### src/rtl/apple2_slot_host.sv
// Apple II slot bus initiator: PHI1 phase, card reset and single bus cycles.
// Requests are accepted through req/ack and answered with a rsp_valid pulse.
module apple2_slot_host #(
    parameter int SLOT       = 7,
    parameter int RES_CYCLES = 4,
    parameter bit LONG_CYCLE = 1'b1
) (
    input  logic        C7M,
    input  logic        RES,
    output logic        PHI1,
    output logic        nRES,
    output logic [15:0] A,
    output logic        nWE,
    output logic [7:0]  D_o,
    output logic        D_oe,
    input  logic [7:0]  D_i,
    output logic        nDEVSEL,
    output logic        nIOSEL,
    output logic        nIOSTRB,
    input  logic        req,
    input  logic        req_we,
    input  logic [15:0] req_addr,
    input  logic [7:0]  req_wdata,
    output logic        req_ack,
    output logic        rsp_valid,
    output logic [7:0]  rsp_rdata
);

    localparam logic [11:0] DEV_HI   = 12'hC08 + 12'(SLOT);
    localparam logic [7:0]  IO_HI    = 8'hC0 + 8'(SLOT);
    localparam logic [3:0]  RES_LAST = 4'(RES_CYCLES - 1);

    logic [2:0]  p_q, p_d, last_c;
    logic [6:0]  cc_q;
    logic [3:0]  rcnt_q;
    logic        nres_q;
    logic        end_c, accept_c;
    logic        dev_c, io_c, strb_c;

    logic        pend_q, pend_we_q;
    logic [15:0] pend_addr_q;
    logic [7:0]  pend_wdata_q;
    logic        tx_q, tx_we_q;
    logic [7:0]  tx_wdata_q;

    logic        phi1_q, nwe_q, doe_q, ack_q, rv_q;
    logic        ndev_q, nio_q, nstrb_q;
    logic [15:0] a_q;
    logic [7:0]  do_q, rd_q;

    // Phase sequencing, accept window and select decode of the bus address
    always_comb begin
        last_c   = (LONG_CYCLE && cc_q == 7'd64) ? 3'd7 : 3'd6;
        end_c    = (p_q == last_c);
        p_d      = end_c ? 3'd0 : p_q + 3'd1;
        accept_c = (p_q == last_c - 3'd1) && req && nres_q;
        dev_c    = (a_q[15:4] == DEV_HI);
        io_c     = (a_q[15:8] == IO_HI);
        strb_c   = (a_q[15:11] == 5'b11001);
    end

    // Bus cycle sequencer with registered bus outputs
    always_ff @(posedge C7M or posedge RES) begin
        if (RES) begin
            p_q          <= 3'd0;
            cc_q         <= 7'd0;
            rcnt_q       <= 4'd0;
            nres_q       <= 1'b0;
            pend_q       <= 1'b0;
            pend_we_q    <= 1'b0;
            pend_addr_q  <= 16'h0000;
            pend_wdata_q <= 8'h00;
            tx_q         <= 1'b0;
            tx_we_q      <= 1'b0;
            tx_wdata_q   <= 8'h00;
            phi1_q       <= 1'b1;
            a_q          <= 16'h0000;
            nwe_q        <= 1'b1;
            do_q         <= 8'h00;
            doe_q        <= 1'b0;
            ndev_q       <= 1'b1;
            nio_q        <= 1'b1;
            nstrb_q      <= 1'b1;
            ack_q        <= 1'b0;
            rv_q         <= 1'b0;
            rd_q         <= 8'h00;
        end else begin
            p_q    <= p_d;
            phi1_q <= (p_d < 3'd3);
            ack_q  <= accept_c;
            if (accept_c) begin
                pend_q       <= 1'b1;
                pend_we_q    <= req_we;
                pend_addr_q  <= req_addr;
                pend_wdata_q <= req_wdata;
            end
            if (end_c) begin
                cc_q <= (cc_q == 7'd64) ? 7'd0 : cc_q + 7'd1;
                if (!nres_q) begin
                    if (rcnt_q == RES_LAST)
                        nres_q <= 1'b1;
                    else
                        rcnt_q <= rcnt_q + 4'd1;
                end
                rv_q <= tx_q;
                if (tx_q)
                    rd_q <= tx_we_q ? 8'h00 : D_i;
                tx_q       <= pend_q;
                tx_we_q    <= pend_we_q;
                tx_wdata_q <= pend_wdata_q;
                pend_q     <= 1'b0;
                if (pend_q)
                    a_q <= pend_addr_q;
                nwe_q   <= !(pend_q && pend_we_q);
                ndev_q  <= 1'b1;
                nio_q   <= 1'b1;
                nstrb_q <= 1'b1;
                doe_q   <= 1'b0;
            end else begin
                rv_q <= 1'b0;
                if (p_q == 3'd2 && tx_q) begin
                    ndev_q  <= !dev_c;
                    nio_q   <= !io_c;
                    nstrb_q <= !strb_c;
                end
                if (p_q == 3'd3 && tx_q && tx_we_q) begin
                    doe_q <= 1'b1;
                    do_q  <= tx_wdata_q;
                end
            end
        end
    end

    assign PHI1      = phi1_q;
    assign nRES      = nres_q;
    assign A         = a_q;
    assign nWE       = nwe_q;
    assign D_o       = do_q;
    assign D_oe      = doe_q;
    assign nDEVSEL   = ndev_q;
    assign nIOSEL    = nio_q;
    assign nIOSTRB   = nstrb_q;
    assign req_ack   = ack_q;
    assign rsp_valid = rv_q;
    assign rsp_rdata = rd_q;

endmodule

### config.mk
export PLATFORM = sky130hd
export DESIGN_NAME = apple2_slot_host
export DESIGN_NICKNAME = d
export VERILOG_FILES = /design/src/rtl/apple2_slot_host.sv
export SDC_FILE = /design/constraint.sdc
export NUM_CORES = 1
export LEC_CHECK = 0
export CAP_MARGIN = 20
export CORE_MARGIN = 2
export CORE_UTILIZATION = 51
export CTS_CLUSTER_DIAMETER = 150
export DETAILED_ROUTE_END_ITERATION = 6
export PLACE_DENSITY_LB_ADDON = 0.2
export SLEW_MARGIN = 0
export SYNTH_ARGS = -nofsm -noshare
export SYNTH_HDL_FRONTEND = slang
export SYNTH_SLANG_ARGS = --single-unit
### constraint.sdc
create_clock -name C7M -period 3.68 [get_ports C7M]
set_clock_uncertainty 0.15 [all_clocks]
set_input_delay 0.736 -clock C7M [delete_from_list [all_inputs] [get_ports C7M]]
set_output_delay 0.736 -clock C7M [all_outputs]
set_load 0.01 [all_outputs]
==> run metrics, run 1 <==
final core utilization=68.1%; Synth top cells by count=dfrtp_1, mux2_2, nand2_1; GRT Total Usage=19.4%; Wirelength per Cell=15.8 um; design area=4960 um2; CP startpoint kind=primary input; total gr overflow=0; #FFs+latches synth=91; H-Tree Depth=3; worst min-delay path category=reg2reg; number of cell rows=31; vias=2504; vias per cell=5.36; post-synthesis sequential area ratio=58.9%; Fin. Hold Viols=0; worst slew pin tran=0.532 ns; initial antenna violation count=0; metal3 WL=369 um; hold path cells=1; initial drt markers=121; DP Area=4750 um2; Async S/R FF share, synth=100%; CTS max path bufs=2; Num CTS Buffers=9; Setup Fix Bufs, Post-CTS=0; first-pass GRT wire length=12.8 mm; R2R depth=4; CP arrival=2.65 ns; IO Count=77; Post-Synthesis Cells=280; fin nets=405; Pleak=2.12 nW; I/O Buffers=76; synthesized cell area=3880 um2; WL final=7.38 mm; most frequent cell after synthesis=dfrtp_1; Primary FF master, synth=dfrtp_1; Critical R2R Capture=tx_wdata_q[7]$_DFFE_PP0N_; vias in the first global route=2629; Post-synth EDFFs=0; Worst-path clk slew=0.09 ns; Core Area=7290 um2; insertion delay to the later sink of the worst-skew pair=0.35 ns; reg-to-reg slack, setup=1.25 ns; starting density of the core=53.2%; worst rel slew slack=64.6%; largest cells by area after synthesis=dfrtp_1, mux2_2, dfstp_2, ha_1, nor2b_1; HP Start=pend_wdata_q[4]$_DFFE_PP0P_; first-pass detailed-route iteration total=6; Netlist cell types=47; buffers plus inverters on the worst setup path=2; average cell area after synthesis=13.9 um2; Endpoint, Worst Hold=tx_wdata_q[4]$_DFFE_PP0N_; CTS tree=done; Die W=91.2 um; final worst path period need=2.56 ns; pin count of the biggest net entering global routing=43; PD cells=414 nW/um2; met2 wire len=3.80 mm; crit-path leading delay family=buffers and inverters; CP Cell Sequence=clkdlybuf4s50_1, nand3_1, a211oi_4, a21boi_4, buf_4, mux2_2; Critical Path End Type=register; Ys Warns=0; die height=91.2 um; status=complete, no violations; Slowest-stage cell, CP=clkdlybuf4s50_1; CP peak stage delay=0.47 ns; kind of critical path=in2reg; FF-to-FF Start=p_q[1]$_DFF_PP0_; M1 WL=3.13 mm; clock sink count=91; total power=2.06 mW; HPWL after detailed placement=5.13 mm; Mapped Nets=322; Post-CTS Resized=0; RSZ-0062 raised after global routing=false; Setup-failing EPs final=0; cts-stage hold buffer count=0; Antenna diodes=0; gpl congestion=0.783; Synth area leader=dfrtp_1; Root Buffer=clkbuf_8; final period utilization=69.6%; Fin Setup TNS=0 ns; DRC=0; CP required=3.77 ns; top sig layer=met4; Area Growth Syn to Fin=28.0%; Max Cap Viol=0; DRT antenna net count=0; Yosys top cell area share=55.5%; CP max FO=24; DIE AREA=8320 um2; ratio of cells with drive above 1 in the final layout=27.2%; Final Max Tran Viols=0; maximum clock frequency=391 MHz; Peak supply drop=0.280 mV
## worst max-delay path by stage
stage	from	slack (ns)	cells after the start	end
floorplan	RES	0.44	1	A[0]$_DFFE_PP0P_
global placement	req	0.83	6	pend_addr_q[1]$_DFFE_PP0P_
detailed placement	req	0.77	6	pend_wdata_q[3]$_DFFE_PP0P_
CTS	req	1.14	6	pend_wdata_q[3]$_DFFE_PP0P_
global route	req	1.04	6	pend_addr_q[6]$_DFFE_PP0P_
finish	req	1.12	6	pend_wdata_q[3]$_DFFE_PP0P_
## sequential cells by signal, summed over array words and instances, names as in the netlist, 3 cells and up
name,flops
tx_wdata_q,8
rsp_rdata,8
pend_wdata_q,8
cc_q,7
A,16
pend_addr_q,16
p_q,3
D_o,8
rcnt_q,4
## layer usage
layer | global-route usage (%) | up-vias
li1 | - | 1159
met4 | 7.20 | 0
met3 | 4.73 | 8
met5 | 0 | -
met1 | 25.9 | 1278
met2 | 30.7 | 59
## stage by stage
| step | setup WS, ns | hold WS [ns] | cells |
|---|---|---|---|
| 3_3_place_gp | 0.829 | 0.333 | 451 |
| 2_1_floorplan | 0.439 | 0.306 | 280 |
| 5_1_grt | 1.04 | 0.377 | 467 |
| 6_report | 1.12 | 0.354 | 467 |
| 3_5_place_dp | 0.767 | 0.342 | 451 |
| 4_1_cts | 1.14 | 0.359 | 467 |
## layout by cell type (no fill, tap or decap), types with 3 or more instances in the layout
cell type and n:
nor3_1 3, nand2b_1 4, o41ai_1 3, dfstp_2 5
a221oi_1 3, xnor2_1 3, mux2i_1 3, nand2_1 13
ha_1 6, clkbuf_8 9, nor2_1 12, clkdlybuf4s50_1 76
and2_1 3, dfrtp_1 86, nand3_1 8, nor2b_1 9
inv_1 7, mux2_2 66, a21oi_1 3, o22ai_1 3
## where the power goes
part,leakage [nW],switching (mW),total (mW),internal (mW)
clock,0.103,0.351,0.735,0.384
sequential,1.11,0.0399,1.11,1.07
combinational,0.899,0.0731,0.215,0.142
## area by class of cell
cell class | instances | area [um2]
Inverter | 8 | 31.3
Fill cell | 580 | 2330
Clock inverter | 6 | 88.8
Tap cell | 99 | 124
Clock buffer | 10 | 128
Timing Repair Buffer | 79 | 796
Multi-Input combinational cell | 174 | 1510
Sequential cell | 91 | 2280
## kinds of logic (layout without fill, tap and decap cells)
family	Yosys count	count (layout)	share of synthesized area (%)
AO/OA/AOI/OAI	27	27	6.03
XOR/XNOR	5	5	1.13
adder cells (fa/ha/maj)	6	6	1.94
buffers and inverters	15	103	2.10
flip-flops	91	91	58.9
multiplexers	69	69	19.9
AND/OR/NAND/NOR	67	67	10.0
No activity file was read; power rests on OpenSTA's default activity.
==> run 2: changes to the inputs <==
==> constraint.sdc (replaced) <==
create_clock -name C7M -period 2.63 [get_ports C7M]
set_clock_uncertainty 0.15 [all_clocks]
set_input_delay 0.526 -clock C7M [delete_from_list [all_inputs] [get_ports C7M]]
set_output_delay 0.526 -clock C7M [all_outputs]
set_load 0.01 [all_outputs]
==> run 2 against run 1 <==
Effect of this change:
- setup slack got worse by 0.82 ns
- largest cell class unchanged
- clock power is 26% higher
- non-clock buffer count increased by 4
- worst hold slack worse by 0.0026 ns
- combinational power rose by 42%
- utilization increased by 0.46 points
- sequential power rose by 40%
- cell area up 0.68%
- critical path type is now reg2reg
- critical path depth shrank 2
- sequential cell count is the same
==> run metrics, run 2 (synthesized netlist as in run 1, its figures left out) <==
setup slack after layout=0.295 ns (-0.824 ns); fin nets=409 (+0.99%); CTS tree=done; first-pass detailed-route iteration total=4 (-2); first-pass GRT wire length=13.1 mm (+2.0%); ratio of cells with drive above 1 in the final layout=27.7% (+0.51 points); initial antenna violation count=0 (unchanged); most frequent cells in the layout=dfrtp_1, clkdlybuf4s50_1, mux2_2, nand2_1, nor2_1; maximum clock frequency=428 MHz; status=complete, no violations; total gr overflow=0 (unchanged); Worst Hold Slack=0.352 ns (-0.00259 ns); H-Tree Depth=3 (unchanged); PD cells=556 nW/um2 (+34%); final period utilization=88.8%; Fin. Hold Viols=0 (unchanged); RSZ-0062 raised after global routing=false; number of cell rows=31 (unchanged); cts-stage hold buffer count=0 (unchanged); Setup Fix Bufs, Post-CTS=0 (unchanged); R2R depth=4 (unchanged); HPWL after detailed placement=5.35 mm (+4.3%); Num CTS Buffers=9 (unchanged); Area Growth Syn to Fin=28.9%; final worst path period need=2.33 ns; commonest non-fill, non-tap cell in the layout=dfrtp_1; worst min-delay path category=reg2reg; Post-CTS Resized=0 (unchanged); Setup-failing EPs final=0 (unchanged); gpl congestion=0.763 (-2.6%); GRT Total Usage=19.8% (+0.44 points); Die W=91.2 um (unchanged); Peak supply drop=0.388 mV (+38%); pre-CTS setup slack=0.151 ns (-0.616 ns); kind of critical path=reg2reg; Antenna diodes=0 (unchanged); worst slew pin tran=0.581 ns (+0.0492 ns); Wirelength per Cell=16.0 um (+1.2%); vias=2506 (+0.080%); Root Buffer=clkbuf_8; DIE AREA=8320 um2 (unchanged); worst rel slew slack=61.2% (-3.4 points); I/O Buffers=76 (unchanged); CP max FO=16 (-33%); DRC=0 (unchanged); insertion delay to the later sink of the worst-skew pair=0.35 ns (about the same); clock sink count=91 (unchanged); Critical Path End Type=register; initial drt markers=124 (+2.5%); vias per cell=5.32 (-0.77%); IO Count=77 (unchanged); pin count of the biggest net entering global routing=34 (-21%); WL final=7.53 mm (+2.0%); CTS max path bufs=2 (unchanged); vias in the first global route=2628 (-0.038%); Fin Setup TNS=0 ns (unchanged); CP startpoint kind=register; die height=91.2 um (unchanged); hold path cells=1 (unchanged); Final Max Tran Viols=0 (unchanged); starting density of the core=53.2% (unchanged); placed cells=455 (+0.89%); CP required=2.72 ns (-1.05 ns); Max Cap Viol=0 (unchanged); Core Area=7290 um2 (unchanged); DRT antenna net count=0 (unchanged); CP arrival=2.42 ns (-0.23 ns); total power=2.78 mW (+35%); Worst-path clk slew=0.09 ns (about the same); Pleak=2.12 nW (+0.31%); Post-Layout Cell Count=471 (+0.86%)
## run 2: cell type report
class	count	area (um2)
Fill cell	575	2290
Sequential cell	91	2280
Multi-Input combinational cell	174	1510
Timing Repair Buffer	83	851
Clock buffer	11	131
Tap cell	99	124
Clock inverter	5	61.3
Inverter	8	33.8
## run 2: per-layer routing
layer | global-route usage (%) | wire (um) | up-vias
li1 | - | - | 1171
met1 | 25.7 | 3240 | 1268
met2 | 32.5 | 3820 | 60
met3 | 5.89 | 392 | 7
met4 | 5.30 | 82 | 0
met5 | 0 | 0 | -
## run 2: critical path, stage by stage (launching register included)
cell and delay, ns:
dfrtp_1 0.70, nand2_1 0.24, a21oi_4 0.35, and2_1 0.40, mux2_2 0.38
## run 2: worst paths after layout
path                                            start                        end  slack [ns]
min in group asynchronous                         RES        cc_q[2]$_DFFE_PP0N_        0.43
min reg2reg                pend_addr_q[6]$_DFFE_PP0P_           A[6]$_DFFE_PP0P_        0.35
max in group asynchronous                         RES             PHI1$_DFF_PP1_        1.29
max reg2reg                          p_q[1]$_DFF_PP0_  tx_wdata_q[7]$_DFFE_PP0N_        0.30
min                        pend_addr_q[6]$_DFFE_PP0P_           A[6]$_DFFE_PP0P_        0.35
max                                  p_q[1]$_DFF_PP0_  tx_wdata_q[7]$_DFFE_PP0N_        0.30
## run 2: where the power goes
part / total, mW / internal, mW / leakage (nW) / switching (mW)
logic: 0.305 / 0.202 / 0.923 / 0.104
clock network: 0.929 / 0.444 / 0.0862 / 0.486
registers: 1.55 / 1.49 / 1.11 / 0.0563
total: 2.78 / 2.14 / 2.12 / 0.646
## run 2: stage by stage
step	util [%]	instance area, um2
2_1_floorplan	-	3880
5_1_grt	68.5	5000
3_5_place_dp	65.9	4810
4_1_cts	68.5	5000
6_report	68.5	5000
3_3_place_gp	65.9	4810
==> run 3: changes to the inputs <==
--- a/config.mk
+++ b/config.mk
@@ -5,8 +5,8 @@
 export SDC_FILE = /design/constraint.sdc
 export NUM_CORES = 1
 export LEC_CHECK = 0
-export CAP_MARGIN = 20
-export CORE_MARGIN = 2
+export CAP_MARGIN = 25
+export CORE_MARGIN = 1.5
 export CORE_UTILIZATION = 51
 export CTS_CLUSTER_DIAMETER = 150
 export DETAILED_ROUTE_END_ITERATION = 6
==> run 3 against run 2 <==
Effect of this change:
- cell count is 0.64% lower
- total power is 2.1% higher
- register-to-register slack better by 0.03 ns
- critical endpoint is now D_o[0]$_DFFE_PP0P_
- largest cell class unchanged
==> run metrics, run 3 (synthesized netlist as in run 1, its figures left out) <==
cts-stage hold buffer count=0 (unchanged); initial drt markers=128 (+3.2%); Fin Setup TNS=0 ns (unchanged); vias in the first global route=2624 (-0.15%); Critical R2R Capture=D_o[0]$_DFFE_PP0P_; DRC=0 (unchanged); R2R depth=5 (+1); CP startpoint kind=register; combinational power share=10.5% (-0.5 points); Crit path top cell by count=ha_1; Worst Hold Slack=0.355 ns (+0.00264 ns); Num CTS Buffers=9 (unchanged); PD cells=570 nW/um2 (+2.4%); CP arrival=2.39 ns (-0.03 ns); DIE AREA=8140 um2 (-2.2%); design area=4980 um2 (-0.28%); starting density of the core=53.2% (unchanged); IO Count=77 (unchanged); placed cells=453 (-0.44%); CTS tree=done; Max Cap Viol=0 (unchanged); H-Tree Depth=3 (unchanged); pin count of the biggest net entering global routing=92 (+170%); number of cell rows=31 (unchanged); first-pass GRT wire length=12.3 mm (-5.8%); worst rel slew slack=62.6% (+1.5 points); total gr overflow=0 (unchanged); Seq. cell area=2280 um2 (unchanged); Clock power frac=35.1% (+1.7 points); CP peak stage delay=0.70 ns (about the same); Critical Path Start=p_q[1]$_DFF_PP0_; Wirelength per Cell=15.3 um (-4.0%); Switch Pwr=0.622 mW (-3.6%); commonest non-fill, non-tap cell in the layout=dfrtp_1; I/O Buffers=76 (unchanged); total power=2.84 mW (+2.1%); vias=2490 (-0.64%); final core utilization=68.4% (-0.19 points); CP Cell Sequence=ha_1, ha_1, nand3_1, a21oi_2, mux2_2; gpl congestion=0.789 (+3.4%); Int Power=2.22 mW (+3.8%); ratio of cells with drive above 1 in the final layout=27.4% (-0.32 points); final worst path period need=2.30 ns (-0.0310 ns); Worst-path clk slew=0.08 ns (about the same); clock sink count=91 (unchanged); WL final=7.18 mm (-4.6%); FF-to-FF Start=p_q[1]$_DFF_PP0_; Die W=90.2 um (-1.1%); Setup Fix Bufs, Post-CTS=0 (unchanged); first-pass detailed-route iteration total=4 (unchanged); pre-CTS setup slack=0.131 ns (-0.0200 ns); Sw Ratio=21.9% (-1.3 points); Antenna diodes=0 (unchanged); Setup-failing EPs final=0 (unchanged); Root Buffer=clkbuf_8; fin nets=407 (-0.49%); reg-to-reg slack, setup=0.33 ns (+0.03 ns); # fillers=559 (-2.8%); final period utilization=87.6% (-1.2 points); CP Capture Point=D_o[0]$_DFFE_PP0P_; DRT antenna net count=0 (unchanged); area of the multi-input gates=1510 um2 (unchanged); worst slew pin tran=0.560 ns (-0.0206 ns); Pleak=2.13 nW (+0.27%); die height=90.2 um (-1.1%); DP Area=4780 um2 (-0.57%); kind of critical path=reg2reg; status=complete, no violations; Core Area=7290 um2 (unchanged); Area Growth Syn to Fin=28.5%; RSZ-0062 raised after global routing=false; Critical Path End Type=register; worst min-delay path category=reg2reg; CP max FO=16 (unchanged); sequential share of power=54.5% (-1.1 points); Final Max Tran Viols=0 (unchanged); setup slack after layout=0.326 ns (+0.0310 ns); Slowest-stage cell, CP=dfrtp_1; vias per cell=5.32 (about the same); initial antenna violation count=0 (unchanged); Post-CTS Resized=0 (unchanged); HPWL after detailed placement=4.93 mm (-7.9%); CTS max path bufs=2 (unchanged); Peak supply drop=0.366 mV (-5.6%); maximum clock frequency=434 MHz (+1.3%); most frequent cells in the layout=dfrtp_1, clkdlybuf4s50_1, mux2_2, nand2_1, nor2_1; Fin. Hold Viols=0 (unchanged); GRT Total Usage=19.3% (-0.52 points); CP required=2.72 ns (about the same); Post-Layout Cell Count=468 (-0.64%); insertion delay to the later sink of the worst-skew pair=0.35 ns (about the same)
## run 3: cell types whose count changed in the layout (fill, tap and decap cells not counted)
cell and delta:
bufinv_16 +1, clkinv_2 +2, clkinv_4 +1, clkbuf_1 -1, clkinvlp_4 -3, inv_6 -1, buf_4 -1, buf_12 -1
## run 3: power by group through the flow
stage               registers, mW  logic [mW]  clock network, mW
finish                       1.55       0.298              0.996
global route                 1.56       0.324               1.08
CTS                          1.55       0.304               1.02
detailed placement           1.57       0.304                  0
global placement             1.57       0.297                  0
floorplan                    1.58       0.112                  0
## run 3: worst min path at each step
stage | start | to | slack [ns] | depth (start not counted)
4_1_cts | tx_wdata_q[2]$_DFFE_PP0N_ | D_o[2]$_DFFE_PP0P_ | 0.36 | 1
3_5_place_dp | tx_wdata_q[2]$_DFFE_PP0N_ | D_o[2]$_DFFE_PP0P_ | 0.34 | 1
3_3_place_gp | rcnt_q[3]$_DFFE_PP0P_ | rcnt_q[3]$_DFFE_PP0P_ | 0.33 | 1
5_1_grt | rsp_rdata[1]$_DFFE_PP0P_ | rsp_rdata[1]$_DFFE_PP0P_ | 0.37 | 1
2_1_floorplan | rcnt_q[3]$_DFFE_PP0P_ | rcnt_q[3]$_DFFE_PP0P_ | 0.31 | 1
6_report | tx_wdata_q[6]$_DFFE_PP0N_ | tx_wdata_q[6]$_DFFE_PP0N_ | 0.35 | 1
## run 3: critical path, delay by kind of cell, from the launching register on
family | cells | cell delay (ns)
mux | 1 | 0.39
flops | 1 | 0.70
compound gates | 1 | 0.43
fa+ha+maj | 2 | 0.39
simple gates | 1 | 0.11
## run 3: cell type report
cell class,instances,area share [%]
Timing Repair Buffer,81,16.5
Tap cell,99,2.48
Clock inverter,5,1.58
Clock buffer,10,2.56
Inverter,8,0.678
Multi-Input combinational cell,174,30.4
Sequential cell,91,45.8
## run 3: per-layer routing
| layer | global-route usage (%) | vias to the layer above | part of all wire, % |
|---|---|---|---|
| met4 | 9.39 | 0 | 1.9 |
| met3 | 4.82 | 15 | 5.1 |
| met2 | 30.6 | 60 | 49 |
| met1 | 24.7 | 1250 | 44 |
| met5 | 0 | - | 0 |
| li1 | - | 1165 | - |
==> variant 1 (settings of run 1) <==
Set the parameter `LONG_CYCLE` to 1'b0 (it was 1'b1).
--- a/src/rtl/apple2_slot_host.sv
+++ b/src/rtl/apple2_slot_host.sv
@@ -3,7 +3,7 @@
 module apple2_slot_host #(
     parameter int SLOT       = 7,
     parameter int RES_CYCLES = 4,
-    parameter bit LONG_CYCLE = 1'b1
+    parameter bit LONG_CYCLE = 1'b0
 ) (
     input  logic        C7M,
     input  logic        RES,
Function: no difference found for any inputs over 10 cycles, from zero or initial values; that may be too few to reach the edited logic, so the function may still have changed.
==> variant 1 against run 1 <==
  * Sequential cell count down 7
  * Critical path depth down 5
  * Wire length down 21%
  * Core utilization up 0.39 points
  * Total power down 11%
  * Setup slack better by 0.25 ns
  * Synthesized area down 14%
  * Cell area down 12%
  * Count of clock-buffer cells in the layout up 4
  * Critical path type is now register to output port
  * Largest cell class unchanged
==> variant 1: results (changes against run 1) <==
| Metric | Value |
|---|---|
| Result of the run | `finished, final reports clean` |
| P_seq | `1.03 mW (-7%)` |
| NonClk Buf Share | `0.1813 (+0.02101)` |
| Avg Inst Size Synth | `13.62 um2 (-1.7%)` |
| Share of cells above drive strength 1 | `0.2296 (-0.04213)` |
| Number of multi-input logic gates | `148 (-15%)` |
| Logic power comb | `0.211 mW (-2%)` |
| Buffers excl. clock | `78 (-1.3%)` |
| Int Power | `1.411 mW (-11%)` |
| Hold Path Depth | `2 (+1)` |
| Routed vias | `2028 (-19%)` |
| Post-synthesis sequential area ratio | `0.6318 (+0.04309)` |
| Nets | `364 (-10%)` |
| Maximum VDD drop | `0.3005 mV (+7.1%)` |
| Setup Slack @ Placement | `1.248 ns (+0.4813 ns)` |
| FILL cells | `484 (-17%)` |
| Avg Vias per Cell | `4.971 (-7.3%)` |
| Wire per inst | `14.37 um (-9.1%)` |
| DP HPWL | `3.823 mm (-25%)` |
| Leakage power | `2.016 nW (-4.7%)` |
| Crit path DAT | `1.42 ns (-1.23 ns)` |
| Multi-input gate area | `1162 um2 (-23%)` |
| Layout clock area frac | `0.03971 (-0.003886)` |
| Clock buffer cells | `14 (+4)` |
| Reg-to-reg critical path endpoint | `rcnt_q[1]$_DFFE_PP0P_` |
| Clock Sinks | `84 (-7.7%)` |
| Initial DRC count | `113 (-6.6%)` |
| Routability cong. | `0.6982 (-11%)` |
| R2r setup slk | `1.72 ns (+0.47 ns)` |
| Slew Limit Headroom | `0.6109 (-0.03459)` |
| Endpoint, Worst Hold | `tx_wdata_q[6]$_DFFE_PP0N_` |
| Top cells by count, synth | `dfrtp_1, mux2_2, nand2_1` |
| Inverters excl. clock | `5 (-3)` |
| Largest net degree at the start of global routing | `85 (+98%)` |
| First-pass DRT Iterations | `3 (-3)` |
| Max incr delay on CP | `0.55 ns (+0.08 ns)` |
| Seq/total area | `0.4849 (+0.02496)` |
| WHS | `0.3181 ns (-0.03635 ns)` |
| Vias in the first global route | `2114 (-20%)` |
| Syn Nets | `283 (-12%)` |
## variant 1: cell count changes in the layout (fill, tap and decap cells not counted), moves of 4 or more
cell / run 1 / this run
nand2_1: 13 / 39
mux2_2: 66 / 42
mux2_4: 0 / 9
o21ai_0: 2 / 10
dfrtp_1: 86 / 79
nor2_1: 12 / 5
nor2b_1: 9 / 2
nand3_1: 8 / 2
nand2b_1: 4 / 9
ha_1: 6 / 2
## variant 1: worst max path at each step
stage	from	endpoint	slack (ns)	cells after the start
floorplan	RES	A[0]$_DFFE_PP0P_	0.64	1
global placement	req	pend_wdata_q[4]$_DFFE_PP0P_	1.27	3
detailed placement	req	pend_addr_q[0]$_DFFE_PP0P_	1.25	3
CTS	nDEVSEL$_DFFE_PP1P_	nDEVSEL	1.35	1
global route	nRES$_DFFE_PP0N_	nRES	1.30	1
finish	nDEVSEL$_DFFE_PP1P_	nDEVSEL	1.37	1
## variant 1: through the flow
step	util	instances
4_1_cts	0.6847	408
3_3_place_gp	0.6575	392
2_1_floorplan	-	245
5_1_grt	0.6847	408
3_5_place_dp	0.6575	392
6_report	0.6847	408
## variant 1: per-layer routing
| layer | up-vias | GRT usage | wire length (um) |
|---|---|---|---|
| li1 | 996 | - | - |
| met1 | 975 | 0.2398 | 2698 |
| met2 | 50 | 0.2813 | 2737 |
| met3 | 7 | 0.06323 | 368 |
| met4 | 0 | 0.05195 | 57 |
| met5 | - | 0 | 0 |
## variant 1: kinds of logic after synthesis
kind of cell,share of synthesized area
buffers and inverters,0.01987
DFF,0.6318
AOI/OAI and AO/OA,0.02775
xor gates and xnor gates,0.005250
and+or+nand+nor,0.1256
muxes,0.1822
adders and majority gates,0.007498
## variant 1: worst register-to-register path: stages (launching register included)
cell and delay, ns:
dfrtp_1 0.43, nand3b_2 0.47, nor3_1 0.42, mux2_2 0.37
